`src/rtl/drum_cmd_arbiter.sv`:
```
// Drum-hit command arbiter: per-source holdoff capture, round-robin grant into a
// command FIFO, and a DONE/LOAD handshake towards the MCU SPI slave.
module drum_cmd_arbiter #(
    parameter int NUM_SRC        = 3,
    parameter int FIFO_DEPTH     = 4,
    parameter int HOLDOFF_CYCLES = 150000
) (
    input  logic                          clk,
    input  logic                          rst_n,
    input  logic                          enable,
    input  logic [NUM_SRC-1:0]            src_req,
    input  logic [8*NUM_SRC-1:0]          src_cmd,
    input  logic                          mcu_load,
    output logic [7:0]                    spi_cmd,
    output logic                          spi_cmd_valid,
    output logic [$clog2(FIFO_DEPTH):0]   fifo_level,
    output logic [7:0]                    drop_count,
    output logic                          overflow,
    output logic [1:0]                    dbg_state
);

    localparam int AW = $clog2(FIFO_DEPTH);
    localparam int SW = (NUM_SRC > 1) ? $clog2(NUM_SRC) : 1;
    localparam int HW = $clog2(HOLDOFF_CYCLES);
    localparam logic [HW-1:0] HOLD_LOAD = HW'(HOLDOFF_CYCLES - 1);
    localparam logic [AW:0]   LEVEL_FULL = (AW+1)'(FIFO_DEPTH);

    typedef enum logic [1:0] {
        S_IDLE    = 2'd0,
        S_PRESENT = 2'd1,
        S_ACK     = 2'd2
    } state_t;

    logic [HW-1:0]      r_holdoff [NUM_SRC];
    logic [7:0]         r_cmd_reg [NUM_SRC];
    logic [NUM_SRC-1:0] r_pending;
    logic [SW-1:0]      r_last_grant;
    logic [7:0]         r_fifo [FIFO_DEPTH];
    logic [AW-1:0]      r_wr_ptr;
    logic [AW-1:0]      r_rd_ptr;
    logic [AW:0]        r_level;
    logic               r_load_s1;
    logic               r_load_s2;
    logic               r_load_prev;
    state_t             r_state;
    state_t             w_next;
    logic               r_valid;
    logic [7:0]         r_spi_cmd;
    logic [7:0]         r_drop_count;
    logic               r_overflow;

    logic [NUM_SRC-1:0] w_accept;
    logic [NUM_SRC-1:0] w_drop_src;
    logic [NUM_SRC-1:0] w_grant_oh;
    logic [SW-1:0]      w_grant_idx;
    logic               w_grant_vld;
    logic               w_full;
    logic               w_empty;
    logic               w_pop;
    logic               w_load_rise;

    assign w_full      = (r_level == LEVEL_FULL);
    assign w_empty     = (r_level == '0);
    assign w_pop       = (r_state == S_IDLE) && !w_empty;
    assign w_load_rise = r_load_s2 & ~r_load_prev;

    // A source that is still pending once its holdoff has expired can only be
    // stuck behind a full FIFO, so a new hit on it is counted as lost.
    always_comb begin
        w_accept   = '0;
        w_drop_src = '0;
        for (int i = 0; i < NUM_SRC; i++) begin
            if (src_req[i] && enable && (r_holdoff[i] == '0) &&
                (src_cmd[8*i +: 8] != 8'h00)) begin
                if (r_pending[i]) w_drop_src[i] = 1'b1;
                else              w_accept[i]   = 1'b1;
            end
        end
    end

    always_comb begin
        int idx;
        w_grant_vld = 1'b0;
        w_grant_idx = '0;
        w_grant_oh  = '0;
        idx         = 0;
        for (int k = 1; k <= NUM_SRC; k++) begin
            idx = (int'(r_last_grant) + k) % NUM_SRC;
            if (!w_grant_vld && !w_full && r_pending[idx]) begin
                w_grant_vld     = 1'b1;
                w_grant_idx     = SW'(idx);
                w_grant_oh[idx] = 1'b1;
            end
        end
    end

    always_ff @(posedge clk) begin
        if (!rst_n) begin
            for (int i = 0; i < NUM_SRC; i++) begin
                r_holdoff[i] <= '0;
                r_cmd_reg[i] <= 8'h00;
            end
            r_pending    <= '0;
            r_last_grant <= SW'(NUM_SRC - 1);
            r_drop_count <= 8'h00;
            r_overflow   <= 1'b0;
        end else begin
            for (int i = 0; i < NUM_SRC; i++) begin
                if (w_accept[i]) begin
                    r_holdoff[i] <= HOLD_LOAD;
                    r_cmd_reg[i] <= src_cmd[8*i +: 8];
                end else if (r_holdoff[i] != '0) begin
                    r_holdoff[i] <= r_holdoff[i] - 1'b1;
                end
            end
            r_pending <= (r_pending & ~w_grant_oh) | w_accept;
            if (w_grant_vld) r_last_grant <= w_grant_idx;
            if (|w_drop_src) begin
                r_overflow <= 1'b1;
                if (r_drop_count != 8'hFF) r_drop_count <= r_drop_count + 8'd1;
            end
        end
    end

    always_ff @(posedge clk) begin
        if (w_grant_vld) r_fifo[r_wr_ptr] <= r_cmd_reg[w_grant_idx];
    end

    always_ff @(posedge clk) begin
        if (!rst_n) begin
            r_wr_ptr <= '0;
            r_rd_ptr <= '0;
            r_level  <= '0;
        end else begin
            if (w_grant_vld) r_wr_ptr <= r_wr_ptr + 1'b1;
            if (w_pop)       r_rd_ptr <= r_rd_ptr + 1'b1;
            case ({w_grant_vld, w_pop})
                2'b10:   r_level <= r_level + 1'b1;
                2'b01:   r_level <= r_level - 1'b1;
                default: r_level <= r_level;
            endcase
        end
    end

    // Handshake: spi_cmd_valid (DONE) rises with a new spi_cmd and holds it
    // steady; the MCU raises LOAD to take it, DONE drops, and the next command
    // is only offered after LOAD has been seen low again.
    always_ff @(posedge clk) begin
        if (!rst_n) begin
            r_load_s1   <= 1'b0;
            r_load_s2   <= 1'b0;
            r_load_prev <= 1'b0;
            r_state     <= S_IDLE;
            r_valid     <= 1'b0;
            r_spi_cmd   <= 8'h00;
        end else begin
            r_load_s1   <= mcu_load;
            r_load_s2   <= r_load_s1;
            r_load_prev <= r_load_s2;
            r_state     <= w_next;
            r_valid     <= (w_next == S_PRESENT);
            if (w_pop) r_spi_cmd <= r_fifo[r_rd_ptr];
        end
    end

    always_comb begin
        w_next = r_state;
        case (r_state)
            S_IDLE:    if (!w_empty)    w_next = S_PRESENT;
            S_PRESENT: if (w_load_rise) w_next = S_ACK;
            S_ACK:     if (!r_load_s2)  w_next = S_IDLE;
            default:                    w_next = S_IDLE;
        endcase
    end

    assign spi_cmd       = r_spi_cmd;
    assign spi_cmd_valid = r_valid;
    assign fifo_level    = r_level;
    assign drop_count    = r_drop_count;
    assign overflow      = r_overflow;
    assign dbg_state     = r_state;

endmodule

```
`config.mk`:
```
export PLATFORM = sky130hd
export DESIGN_NAME = drum_cmd_arbiter
export DESIGN_NICKNAME = d
export VERILOG_FILES = /design/src/rtl/drum_cmd_arbiter.sv
export SDC_FILE = /design/constraint.sdc
export NUM_CORES = 1
export LEC_CHECK = 0
export ABC_AREA = 1
export CAP_MARGIN = 25
export CORE_UTILIZATION = 57
export CTS_CLUSTER_DIAMETER = 150
export CTS_CLUSTER_SIZE = 10
export DETAILED_ROUTE_END_ITERATION = 12
export PLACE_DENSITY = 0.8
export SYNTH_ARGS = -nofsm -noshare
export SYNTH_HDL_FRONTEND = slang
export SYNTH_SLANG_ARGS = --single-unit
```
`constraint.sdc`:
```
create_clock -name clk -period 3.9 [get_ports clk]
set_input_delay 0.975 -clock clk [delete_from_list [all_inputs] [get_ports clk]]
set_output_delay 0.975 -clock clk [all_outputs]
set_load 0.03 [all_outputs]
```
After elaboration in Yosys (flattened, before gate mapping) --
Memory sizes are Yosys's and may differ from the RTL's. A register that Yosys moved wholly into a read port is not among the register bits. Index checks and enable logic that the tools add are counted.
Word-level totals: flip-flop bits (word level) 27, bits in writable memories 110, input bits 31, output and inout port bits 23, word-level logic and storage cells 169, memories kept 3
Cells by class: $add $sub $neg 11, divide/modulo/power cells 3, magnitude comparators 6, equal/unequal tests 7, mux-type cells 74, bitwise gates (word level) 16, reduce and logical (&&, ||, !) cells 37
Memory list:
- r_holdoff | depth 3, bits a word 18, rd ports 3, clocked after memory_dff 0, write ports 3, line 34 | logic [HW-1:0] r_holdoff [NUM_SRC];
- r_fifo | depth 4, bits a word 8, rd ports 1, clocked after memory_dff 1, write ports 1, line 38 | logic [7:0] r_fifo [FIFO_DEPTH];
- r_cmd_reg | depth 3, bits a word 8, rd ports 1, clocked after memory_dff 0, write ports 3, line 35 | logic [7:0] r_cmd_reg [NUM_SRC];
Operators by type and width (number):
- $mux W18 | 6
- $ge A32 B1 Y1 const B | 3
- $lt A32 B4 Y1 const B | 3
- $mod A32 B3 Y32 const B | 3
- $logic_not A18 Y1 | 3
- $reduce_bool A18 Y1 | 3
- $sub A18 B1 Y18 const B | 3
- $mux W1 | 48
- $mux W8 | 3
- $reduce_bool A8 Y1 | 3
- $logic_and A1 B1 Y1 | 18
- $mux W2 | 6
- $mux W3 | 3
- $or A1 B1 Y1 | 9
- $or A3 B3 Y3 | 3
- $add A8 B1 Y8 const B | 1
- $ne A8 B8 Y1 const B | 1
- $add A2 B2 Y3 const B | 2
- $bmux W1 S2 | 3
- $demux W1 S2 | 3
- $eq A2 B1 Y1 const B | 3
- $pmux W2 S3 | 1
- $pmux W3 S2 | 1
- $logic_not A1 Y1 | 5
- other kinds (15) | 17

Depth between registers and ports, before layout --
depth in word-level cells 18, depth in mapped cells 17, gate-level depth less buffers 17

Worst setup path before layout --
Ideal clock, no wire load.
path type input-to-reg, from input rst_n, to memory r_holdoff[2][0] (netlist bit), enable pin, library setup time 0.435 ns, data arrival time 2.269 ns, required time 3.465 ns, slack 1.196 ns, stages on the path 4, buffers on the path 3, cells stage by stage clkbuf_1 > buf_2 > buf_1 > nand3_1
RTL lines:
- from (decl) | line 9 | input logic rst_n,
- to (decl) | line 34

Final worst setup path --
from register r_last_grant[0], to register r_level[2] (netlist: fifo_level[2])
On the way: word-level cells in the longest chain between the ends 17, elaborated cells between the ends (all ways) 29, those cells by class 3 x add/sub; 3 x div; 2 x eq/ne; 13 x mux; 8 x reduce/logical
RTL lines:
- from (decl) | line 37 | logic [SW-1:0] r_last_grant;
- from (signal assigned) | line 104 | r_last_grant <= SW'(NUM_SRC - 1);
- from (signal assigned) | line 117 | if (w_grant_vld) r_last_grant <= w_grant_idx;
- $add A2 B1 Y3 | line 88 | idx = (int'(r_last_grant) + k) % NUM_SRC;
- $mod A32 B3 Y32 | line 88
- $bmux W1 S2 | line 89 | if (!w_grant_vld && !w_full && r_pending[idx]) begin
- $mux W1 (not written as such) (2 in a row) | line 89
- $logic_and A1 B1 Y1 | line 89
- $mux W1 | line 89
- $logic_not A1 Y1 | line 89
- $logic_and A1 B1 Y1 (2 in a row) | line 89
- $mux W1 | line 89
- $logic_not A1 Y1 | line 89
- $logic_and A1 B1 Y1 (2 in a row) | line 89
- $mux W1 * | line 89
- $eq A2 B1 Y1 or $eq A2 B2 Y1 (tied branches) | line 137 | case ({w_grant_vld, w_pop})
- $pmux W3 S2 or $reduce_bool A2 Y1 (tied branches)
- to (signal assigned) | line 138 | 2'b10: r_level <= r_level + 1'b1;
- to (signal assigned) | line 139 | 2'b01: r_level <= r_level - 1'b1;
- to (signal assigned) | line 140 | default: r_level <= r_level;
- to (decl) | line 41 | logic [AW:0] r_level;
Every way passes the cells marked *; elsewhere a longest branch is shown, timed or not. The select of a mux whose other input is x is not followed. A chain may end at the register's enable or synchronous reset.

==> impl_table.tex <==
\begin{tabular}{lr}
\hline
Metric & Value \\
\hline
\multicolumn{2}{l}{\textbf{STA}} \\
Final setup fails & 0 \\
Max-slew violation count & 0 \\
Relative max-transition margin & 57.8\% \\
Largest clock skew in the final design & 9.16 ps \\
Post-route setup TNS & 0 ps \\
Hold Violations, Final & 0 \\
Shortest period the worst path allows & 3070 ps \\
Max frequency & 0.326 GHz \\
Transition time at the pin with the least slew margin & 632 ps \\
RSZ-0062 raised after global routing & no \\
Period utilisation layout & 78.6\% \\
\multicolumn{2}{l}{\textbf{Routing}} \\
DRC violation count after routing & 0 \\
Drt initial violations & 371 \\
DRT antenna net count & 0 \\
Vias after detailed routing & 6034 \\
Mean routed wirelength per cell & 13.7 µm \\
Length of the first detailed-routing pass in iterations & 5 \\
Post-Route WL & 15800 µm \\
Via-per-instance ratio & 5.25 \\
\multicolumn{2}{l}{\textbf{Worst hold path}} \\
Hold wc startpoint & r\_load\_s1 \\
End point of the worst hold path & r\_load\_s2 \\
Hold path cells & 2 \\
Class of the most critical hold timing path & flip-flop to flip-flop \\
\multicolumn{2}{l}{\textbf{Worst setup path}} \\
WS Path Type & flip-flop to flip-flop \\
RR Endpoint & fifo\_level[2] \\
Worst path required time & 4200 ps \\
Worst r2r path cells & 16 \\
Critical path capture point type & flip-flop \\
Worst Path Arrival & 3370 ps \\
Setup crit start kind & flip-flop \\
Highest net fanout along the worst path & 9 \\
Reg2reg start & r\_last\_grant[0] \\
Internal reg-to-reg setup slack & 830 ps \\
\multicolumn{2}{l}{\textbf{Placed design}} \\
Count of port buffers added during placement & 53 \\
Gp weighted congestion & 0.859 \\
Final HPWL from detailed placement & 11200 µm \\
\multicolumn{2}{l}{\textbf{Yosys}} \\
Post-synthesis instance area & 7810 µm² \\
Mapped Nets & 952 \\
Cells after Synth & 904 \\
Share of synthesized flip-flops with an asynchronous set or reset & 0\% \\
Number of enable flip-flop cells after synthesis & 110 \\
Register area share after synthesis & 51.3\% \\
Syn avg cell area & 8.64 µm² \\
Number of distinct library cells after synthesis & 47 \\
\#FFs+latches synth & 145 \\
Count of synthesis-stage warnings from yosys & 0 \\
Most used flip-flop cell after synthesis & edfxtp\_1 \\
\multicolumn{2}{l}{\textbf{GRT}} \\
Aggregate global-route resource usage & 23.7\% \\
First-pass GRT wire length & 26500 µm \\
Residual overflow from global routing & 0 \\
Number of global-route vias before repair & 5703 \\
Pin count of the biggest net entering global routing & 28 \\
Initial antenna violation count & 0 \\
\multicolumn{2}{l}{\textbf{Clocking}} \\
Clock-pin transition on the worst setup and hold timing paths & 60 ps \\
Sinks on the clock net & 145 \\
Clk root buf & clkbuf\_16 \\
Clock buffer depth & 2 \\
Skew-Pair Late Insertion Delay & 420 ps \\
Number of H-tree levels & 4 \\
Cts-stage hold buffer count & 0 \\
Inserted Clock Buffers & 17 \\
CTS tree & done \\
Post-CTS Resized & 0 \\
Buffers inserted during post-CTS setup optimization & 0 \\
\multicolumn{2}{l}{\textbf{Floorplan}} \\
Height of the die & 119 µm \\
Core Rows & 42 \\
Width of the die & 119 µm \\
I/O Pins & 54 \\
Overall die area & 14200 µm² \\
Core area & 13300 µm² \\
Initial standard-cell utilization of the core & 58.7\% \\
\multicolumn{2}{l}{\textbf{Layout}} \\
Area grow syn2layout & 15.4\% \\
Count of inserted antenna diode cells & 0 \\
Proportion of layout cells with a drive suffix above 1 & 15.0\% \\
\# nets final & 1009 \\
Fill cell count & 1058 \\
Flip-flop count of the largest register after layout & 54 \\
Combined area of the multi-input logic cells & 3150 µm² \\
Area occupied by registers & 4000 µm² \\
Most used cells in the layout excluding fill and tap cells & nor2\_1 (143), nand2\_1 (139), edfxtp\_1 (110) \\
Most common cell after layout, fill and taps aside & nor2\_1 \\
\multicolumn{2}{l}{\textbf{Flow run}} \\
Max-capacitance violation count & 0 \\
\multicolumn{2}{l}{\textbf{Power and ir drop}} \\
Worst supply voltage drop on vdd & 0.000288 V \\
Total power density per cell area & 606 nW/µm² \\
Total chip power & 5.47 mW \\
Static leakage power & 3.78 nW \\
\multicolumn{2}{l}{\textbf{Run status}} \\
Status & completed \\
\hline
\end{tabular}
-- how the worst max path moves through the flow --
stage | start | endpoint | cells after the start
after global placement | src_cmd[3] | r_holdoff[2][17] | 13
after CTS | r_last_grant[0] | fifo_level[2] | 16
final | r_last_grant[0] | fifo_level[2] | 16
after detailed placement | src_cmd[19] | r_cmd_reg[2][4] | 9
after global routing | r_last_grant[0] | fifo_level[2] | 16
after floorplan | rst_n | r_holdoff[2][0] | 4
-- where the power goes --
| part | internal, mW | leakage (nW) | total [mW] | switching (mW) |
|---|---|---|---|---|
| Combinational | 0.532 | 2.10 | 1.69 | 1.15 |
| Sequential | 2.07 | 1.40 | 2.23 | 0.156 |
| Clock | 0.888 | 0.271 | 1.55 | 0.666 |
| Total | 3.49 | 3.78 | 5.47 | 1.98 |
-- metal layers --
| layer | track usage, % | vias up | part of all wire [%] |
|---|---|---|---|
| met1 | 30.3 | 2782 | 43 |
| met4 | 8.15 | 0 | 1.5 |
| met3 | 5.08 | 18 | 5.5 |
| met2 | 39.8 | 159 | 50 |
| li1 | - | 3075 | - |
| met5 | 0 | - | 0 |
-- cell type report --
type | count | share of cell area (%)
clock buffers | 19 | 4.80
repair buffers | 59 | 6.33
flip-flops and latches | 145 | 44.4
inverters | 136 | 5.66
well taps | 176 | 2.44
multi-input cells | 602 | 35.0
clock inverters | 13 | 1.37
-- Yosys cell counts, types with 3 or more instances --
library cell  count  area (µm²)
nor2_1          143         537
nand2_1         139         522
edfxtp_1        110        3300
inv_1           107         402
o21ai_0          56         280
nand3_1          48         240
a21oi_1          47         235
nand2_2          41         257
dfxtp_1          35         701
inv_2            28         105
ha_1             16         200
nor3_1           15        75.1
nor2_2           13        81.3
a31oi_1           9        56.3
nand3b_1          9        67.6
clkbuf_1          8        30.0
nand4_1           8        50.1
xor2_1            8        70.1
nor2_4            7        78.8
a21oi_2           6        52.6
a21boi_0          4        30.0
buf_4             4        30.0
nand3_2           4        40.0
o21ai_1           4        20.0
xnor2_1           4        35.0
buf_6             3        33.8
-- through the flow --
stage	utilization (%)	worst slack (ps)	instance area (µm²)	hold slack [ps]	instances
after floorplan	-	1200	7810	390	904
after global placement	63.6	767	8460	411	1118
after detailed placement	63.6	722	8460	406	1118
after CTS	67.8	866	9010	428	1150
after global routing	67.8	482	9010	453	1150
final	67.8	835	9010	424	1150
-- kinds of logic (layout without fill, tap and decap cells) --
group	count (synthesis)	count (layout)	synth area share [%]
buffers and inverters	157	227	8.35
adder cells (fa/ha/maj)	17	17	2.82
AO/OA/AOI/OAI	132	132	9.25
XOR/XNOR	12	12	1.35
AND/OR/NAND/NOR	441	441	27.0
flip-flops	145	145	51.3
-- worst max-delay path, cell delays in order, from the launching register on --
cell	delay [ps]
dfxtp_1	380
inv_1	100
ha_1	360
inv_1	150
nand3_1	90
nand2_1	130
nand2_2	120
nand3_2	150
nand3_2	180
inv_1	160
ha_1	170
inv_1	70
fa_1	390
a21oi_1	160
o21ai_0	120
o21ai_0	160
a21oi_1	50
Note: power is estimated with default switching activity, not from simulation.
